===== src/rtl/rf_write_arbiter.sv =====
// Two-requester round-robin arbiter feeding a single register-file write port.
// The output stage is registered: a handshake in one cycle becomes a write in the next.
module rf_write_arbiter #(
   parameter int DATA_W = 64,
   parameter int ADDR_W = 6
) (
   input  logic              clk,
   input  logic              rst_n,
   input  logic              req0_valid,
   input  logic [ADDR_W-1:0] req0_addr,
   input  logic [DATA_W-1:0] req0_data,
   output logic              req0_ready,
   input  logic              req1_valid,
   input  logic [ADDR_W-1:0] req1_addr,
   input  logic [DATA_W-1:0] req1_data,
   output logic              req1_ready,
   output logic [ADDR_W-1:0] addressw,
   output logic [DATA_W-1:0] writeData,
   output logic              writeEn,
   input  logic              flush,
   output logic [15:0]       wr_count
);

   // Handshake: requester i transfers in any cycle where reqi_valid && reqi_ready.
   // Ready depends only on the valids, flush and last_grant; it never waits on anything downstream.
   logic              last_grant_q;
   logic              we_q;
   logic              we_d;
   logic [ADDR_W-1:0] addr_q;
   logic [DATA_W-1:0] data_q;
   logic [15:0]       cnt_q;

   logic              hs0;
   logic              hs1;
   logic              hs;
   logic [ADDR_W-1:0] sel_addr;
   logic [DATA_W-1:0] sel_data;

   always_comb begin
      // last_grant_q == 1 means requester 1 won most recently, so requester 0 wins a tie.
      req0_ready = rst_n & ~flush & req0_valid & (~req1_valid | last_grant_q);
      req1_ready = rst_n & ~flush & req1_valid & (~req0_valid | ~last_grant_q);
      hs0        = req0_valid & req0_ready;
      hs1        = req1_valid & req1_ready;
      hs         = hs0 | hs1;
      sel_addr   = hs1 ? req1_addr : req0_addr;
      sel_data   = hs1 ? req1_data : req0_data;
      // Writes to x0 are accepted but never reach the register file.
      we_d       = hs & (sel_addr != '0);
   end

   always_ff @(posedge clk or negedge rst_n) begin
      if (!rst_n) begin
         last_grant_q <= 1'b1;
         we_q         <= 1'b0;
         addr_q       <= '0;
         data_q       <= '0;
         cnt_q        <= '0;
      end else begin
         we_q <= we_d;
         if (hs) begin
            last_grant_q <= hs1;
            addr_q       <= sel_addr;
            data_q       <= sel_data;
         end
         if (we_d) begin
            cnt_q <= cnt_q + 16'd1;
         end
      end
   end

   assign addressw  = addr_q;
   assign writeData = data_q;
   assign writeEn   = we_q;
   assign wr_count  = cnt_q;

endmodule


===== config.mk =====
export PLATFORM = sky130hd
export DESIGN_NAME = rf_write_arbiter
export DESIGN_NICKNAME = d
export VERILOG_FILES = /design/src/rtl/rf_write_arbiter.sv
export SDC_FILE = /design/constraint.sdc
export NUM_CORES = 1
export LEC_CHECK = 0
export BUFFER_PORTS_ARGS = -buffer_cell sky130_fd_sc_hd__clkbuf_2
export CORE_MARGIN = 2
export CORE_UTILIZATION = 47
export CTS_CLUSTER_SIZE = 30
export DETAILED_ROUTE_END_ITERATION = 10
export GPL_TIMING_DRIVEN = 0
export HOLD_SLACK_MARGIN = 0.1
export PLACE_DENSITY_LB_ADDON = 0.08
export SLEW_MARGIN = 20
export SYNTH_ARGS = -nofsm -noshare
export SYNTH_HDL_FRONTEND = slang
export SYNTH_SLANG_ARGS = --single-unit

===== constraint.sdc =====
create_clock -name clk -period 5 [get_ports clk]
set_input_delay 0.25 -clock clk [delete_from_list [all_inputs] [get_ports clk]]
set_output_delay 0.25 -clock clk [all_outputs]
set_load 0.05 [all_outputs]

==> summary.md <==
- **switching share of power** 0.425
- **leak pwr** 2.88 nW
- **ratio of cells with drive above 1 in the final layout** 0.382
- **crit path time final** 3.06 ns
- **CTS tree** yes
- **filler cell count in the final layout** 741
- **share of flip-flops with an asynchronous set or reset after synthesis** 1.00
- **total of endpoints with negative setup slack in the final report** 0
- **standard cell core area** 0.00826 mm²
- **outcome** complete, no violations
- **diode count** 0
- **count of maximum capacitance violations** 0
- **share of power burned in registers** 0.409
- **Detailed Route Iter0 Violations** 121
- **worst-case setup slack after placement** 2.51 ns
- **Post-Synthesis Mean Instance Area** 8.89 µm²
- **worst slew pin tran** 0.725 ns
- **data arrival at the endpoint of the critical path** 2.81 ns
- **global placer's final weighted congestion** 0.868
- **post-route DRC violation count** 0
- **global-route wire length before repair** 17900 µm
- **Compound-Gate Fraction of Synth Area** 0.116
- **crit path kind** in -> out
- **routed length per placed instance** 14.7 µm
- **adder-cell share of the synthesized area** 0.00311
- **post-detailed-placement half-perimeter wirelength** 9150 µm
- **count of flip-flops with a built-in enable after synthesis** 0
- **clock slew seen by the registers of the worst setup and hold paths** 0.09 ns
- **CP Data Required Time** 4.75 ns
- **peak ir drop on the vdd network** 0.000186 V
- **number of distinct library cells after synthesis** 31
- **most frequent cell after synthesis** nand2_1
- **number of gates resized after CTS** 0
- **Util after Layout** 0.669
- **Worst Setup Slack, final** 1.94 ns
- **sequential cell area fraction in the yosys report** 0.547
- **number of placement rows** 33
- **total of buffers placed on input and output ports** 233
- **Vias per Instance** 5.10
- **final count of pins violating max slew** 0
- **setup tns final** 0 ns
- **Final Hold Violating Endpoints** 0
- **CTS buffer count** 9
- **setup skew after layout** 0.0145 ns
- **pin count of the biggest net entering global routing** 91
- **Max Root-Sink Buffers** 2
- **peak clock frequency supported by timing** 327 MHz
- **vias in the first global route** 3867
- **Max-Slew Margin vs Limit** 0.516
- **part of the power in combinational logic** 0.377
- **initial core utilization** 0.487
- **number of search-and-repair iterations in the first detailed-routing pass** 4
- **clock latency at the later pin of the worst-skew pair** 0.35 ns
- **area share of the leading cell type in the synthesized netlist** 0.541
- **remaining antenna violation count after routing** 0
- **antenna violations before repair** 0
- **summed instance area of the synthesized netlist** 0.00403 mm²
- **overall routed net length** 11800 µm
- **final net count** 844
- **total number of H-tree levels** 3
- **Period Utilization, post-route** 0.612
- **unrepaired setup endpoints after global routing** no
- **fraction of the mapped netlist area in simple logic gates** 0.239
- **share of cell area taken by muxes after synthesis** 0.0177
- **commonest cells in the synthesized netlist** nand2_1 (132), dfrtp_1 (87), nor2_1 (72), a31oi_1 (64), clkbuf_1 (17)
- **dominant synthesized flop cell** dfrtp_1
- **Critical Path Start Type** input port
- **number of sinks driven by the clock tree** 88
- **net switching power** 0.000950 W
- **number of warnings issued by yosys** 0
- **type of destination of the critical path** primary output
- **overall fraction of global-route tracks in use** 0.250
- **post-synthesis share of cell area spent on xor and xnor gates** 0.0326
- **Gate Count Post-Synth** 453
- **largest area contributor in the synthesized netlist** dfrtp_1
- **cell types with the largest area share after synthesis** dfrtp_1 (54%), nand2_1 (12%), a31oi_1 (9.9%)
- **number of nets in the synthesized netlist** 599
- **die footprint** 0.00932 mm²
- **Vias** 4118
- **chip height** 96.5 µm
- **Worst Hold Class** in -> reg
- **I/O pin count** 234
- **leftover overflow at the end of global routing** 0
- **P per Cell Area** 404 mW/mm²
- **Clock Root Buffer** clkbuf_8
- **area growth from synthesis to layout** 37.3%
- **chip width** 96.5 µm
- **Clk pwr share** 0.214
- **Crit Path Max Fanout** 90
- **largest family of logic cells by synthesized area** simple AND/OR/NAND/NOR gates
- **synthesis-stage register bit count** 88
- **internal portion of total power** 0.00128 W
## final timing paths
kind / start / endpoint / slack (ns) / cells past startpoint
min in group asynchronous: rst_n / wr_count[15]$_DFFE_PN0P_ / 0.48 / 2
hold reg to reg: wr_count[15]$_DFFE_PN0P_ / wr_count[15]$_DFFE_PN0P_ / 0.48 / 1
max in group asynchronous: rst_n / writeData[5]$_DFFE_PN0P_ / 3.95 / 2
hold / removal: req1_data[19] / writeData[19]$_DFFE_PN0P_ / 0.13 / 3
setup reg to reg: last_grant_q$_DFFE_PN1P_ / writeData[1]$_DFFE_PN0P_ / 3.23 / 6
setup / recovery: rst_n / req1_ready / 1.94 / 8
## what timing repair did
item                      4_1_cts  5_1_grt
buffers inserted                0        0
hold buffers                    1        0
hold endpoints to repair       87        0
## area by class of cell
class	instances	area (µm²)	area share
Clock buffer	11	141	0.0256
Timing Repair Buffer	234	1180	0.214
Clock inverter	4	45.0	0.00815
Buffer	33	170	0.0308
Tap cell	105	131	0.0238
Multi-Input combinational cell	330	1640	0.297
Inverter	2	7.51	0.00136
Sequential cell	88	2200	0.399
## flip-flops by register name (all words and copies together), names as in the netlist
name and flops:
writeData 64, wr_count 16, addressw 6, last_grant_q 1, writeEn 1
## cell families after synthesis
family	Yosys count
AO/OA/AOI/OAI	75
XOR/XNOR	15
adder cells (fa/ha/maj)	1
buffers and inverters	35
flip-flops	88
multiplexers	7
AND/OR/NAND/NOR	232
## through the flow
stage / power, W / area, µm² / std cells / hold WS, ns
after floorplan: 0.00151 / 4030 / 453 / -0.0456
after global placement: 0.00176 / 5320 / 791 / 0.467
after detailed placement: 0.00177 / 5330 / 791 / 0.357
after CTS: 0.00224 / 5530 / 807 / 0.125
after global routing: 0.00234 / 5530 / 807 / 0.128
final: 0.00223 / 5530 / 807 / 0.130
## layer usage
layer / GRT usage / routed length [µm]
met5: 0 / 0
met4: 0.108 / 344
met1: 0.302 / 4740
met3: 0.0613 / 978
met2: 0.424 / 5770
## cell usage in the layout (no fill, tap or decap)
| cell type | count |
|---|---|
| clkbuf_2 | 232 |
| nand2_1 | 132 |
| dfrtp_1 | 87 |
| nor2_1 | 72 |
| a31oi_1 | 64 |
| clkbuf_1 | 18 |
| xnor2_1 | 14 |
| clkbuf_8 | 11 |
| and3_1 | 8 |
| a21oi_1 | 7 |
| mux2i_1 | 6 |
| nand4_1 | 6 |
| buf_4 | 5 |
| buf_2 | 4 |
| buf_1 | 4 |
| nand3_2 | 4 |
| buf_6 | 3 |
| clkinv_2 | 3 |
| and2_1 | 2 |
| inv_1 | 2 |
| nor4_1 | 2 |
| nand2_2 | 2 |
| nand3b_1 | 1 |
| or2_1 | 1 |
| nor2b_1 | 1 |
| o211ai_1 | 1 |
| o21a_1 | 1 |
| o211a_1 | 1 |
| nand4_2 | 1 |
| mux2_2 | 1 |
| xor2_1 | 1 |
| o21ai_0 | 1 |
| ha_1 | 1 |
| bufinv_16 | 1 |
| dlygate4sd3_1 | 1 |
| dfstp_2 | 1 |
## power by group through the flow
stage | sequential, W | combinational [W] | clock (W)
finish | 0.000914 | 0.000842 | 0.000478
global route | 0.000930 | 0.000898 | 0.000513
detailed placement | 0.000926 | 0.000846 | 0
floorplan | 0.00133 | 0.000182 | 0
global placement | 0.000922 | 0.000836 | 0
CTS | 0.000913 | 0.000847 | 0.000485
## worst max-delay path, stage by stage
cell	delay [ns]
dlygate4sd3_1	0.54
clkbuf_8	0.53
nand3b_1	0.21
or2_1	0.28
buf_6	0.14
inv_1	0.06
clkbuf_1	0.33
clkbuf_2	0.35
No activity file was read; power rests on OpenSTA's default activity.
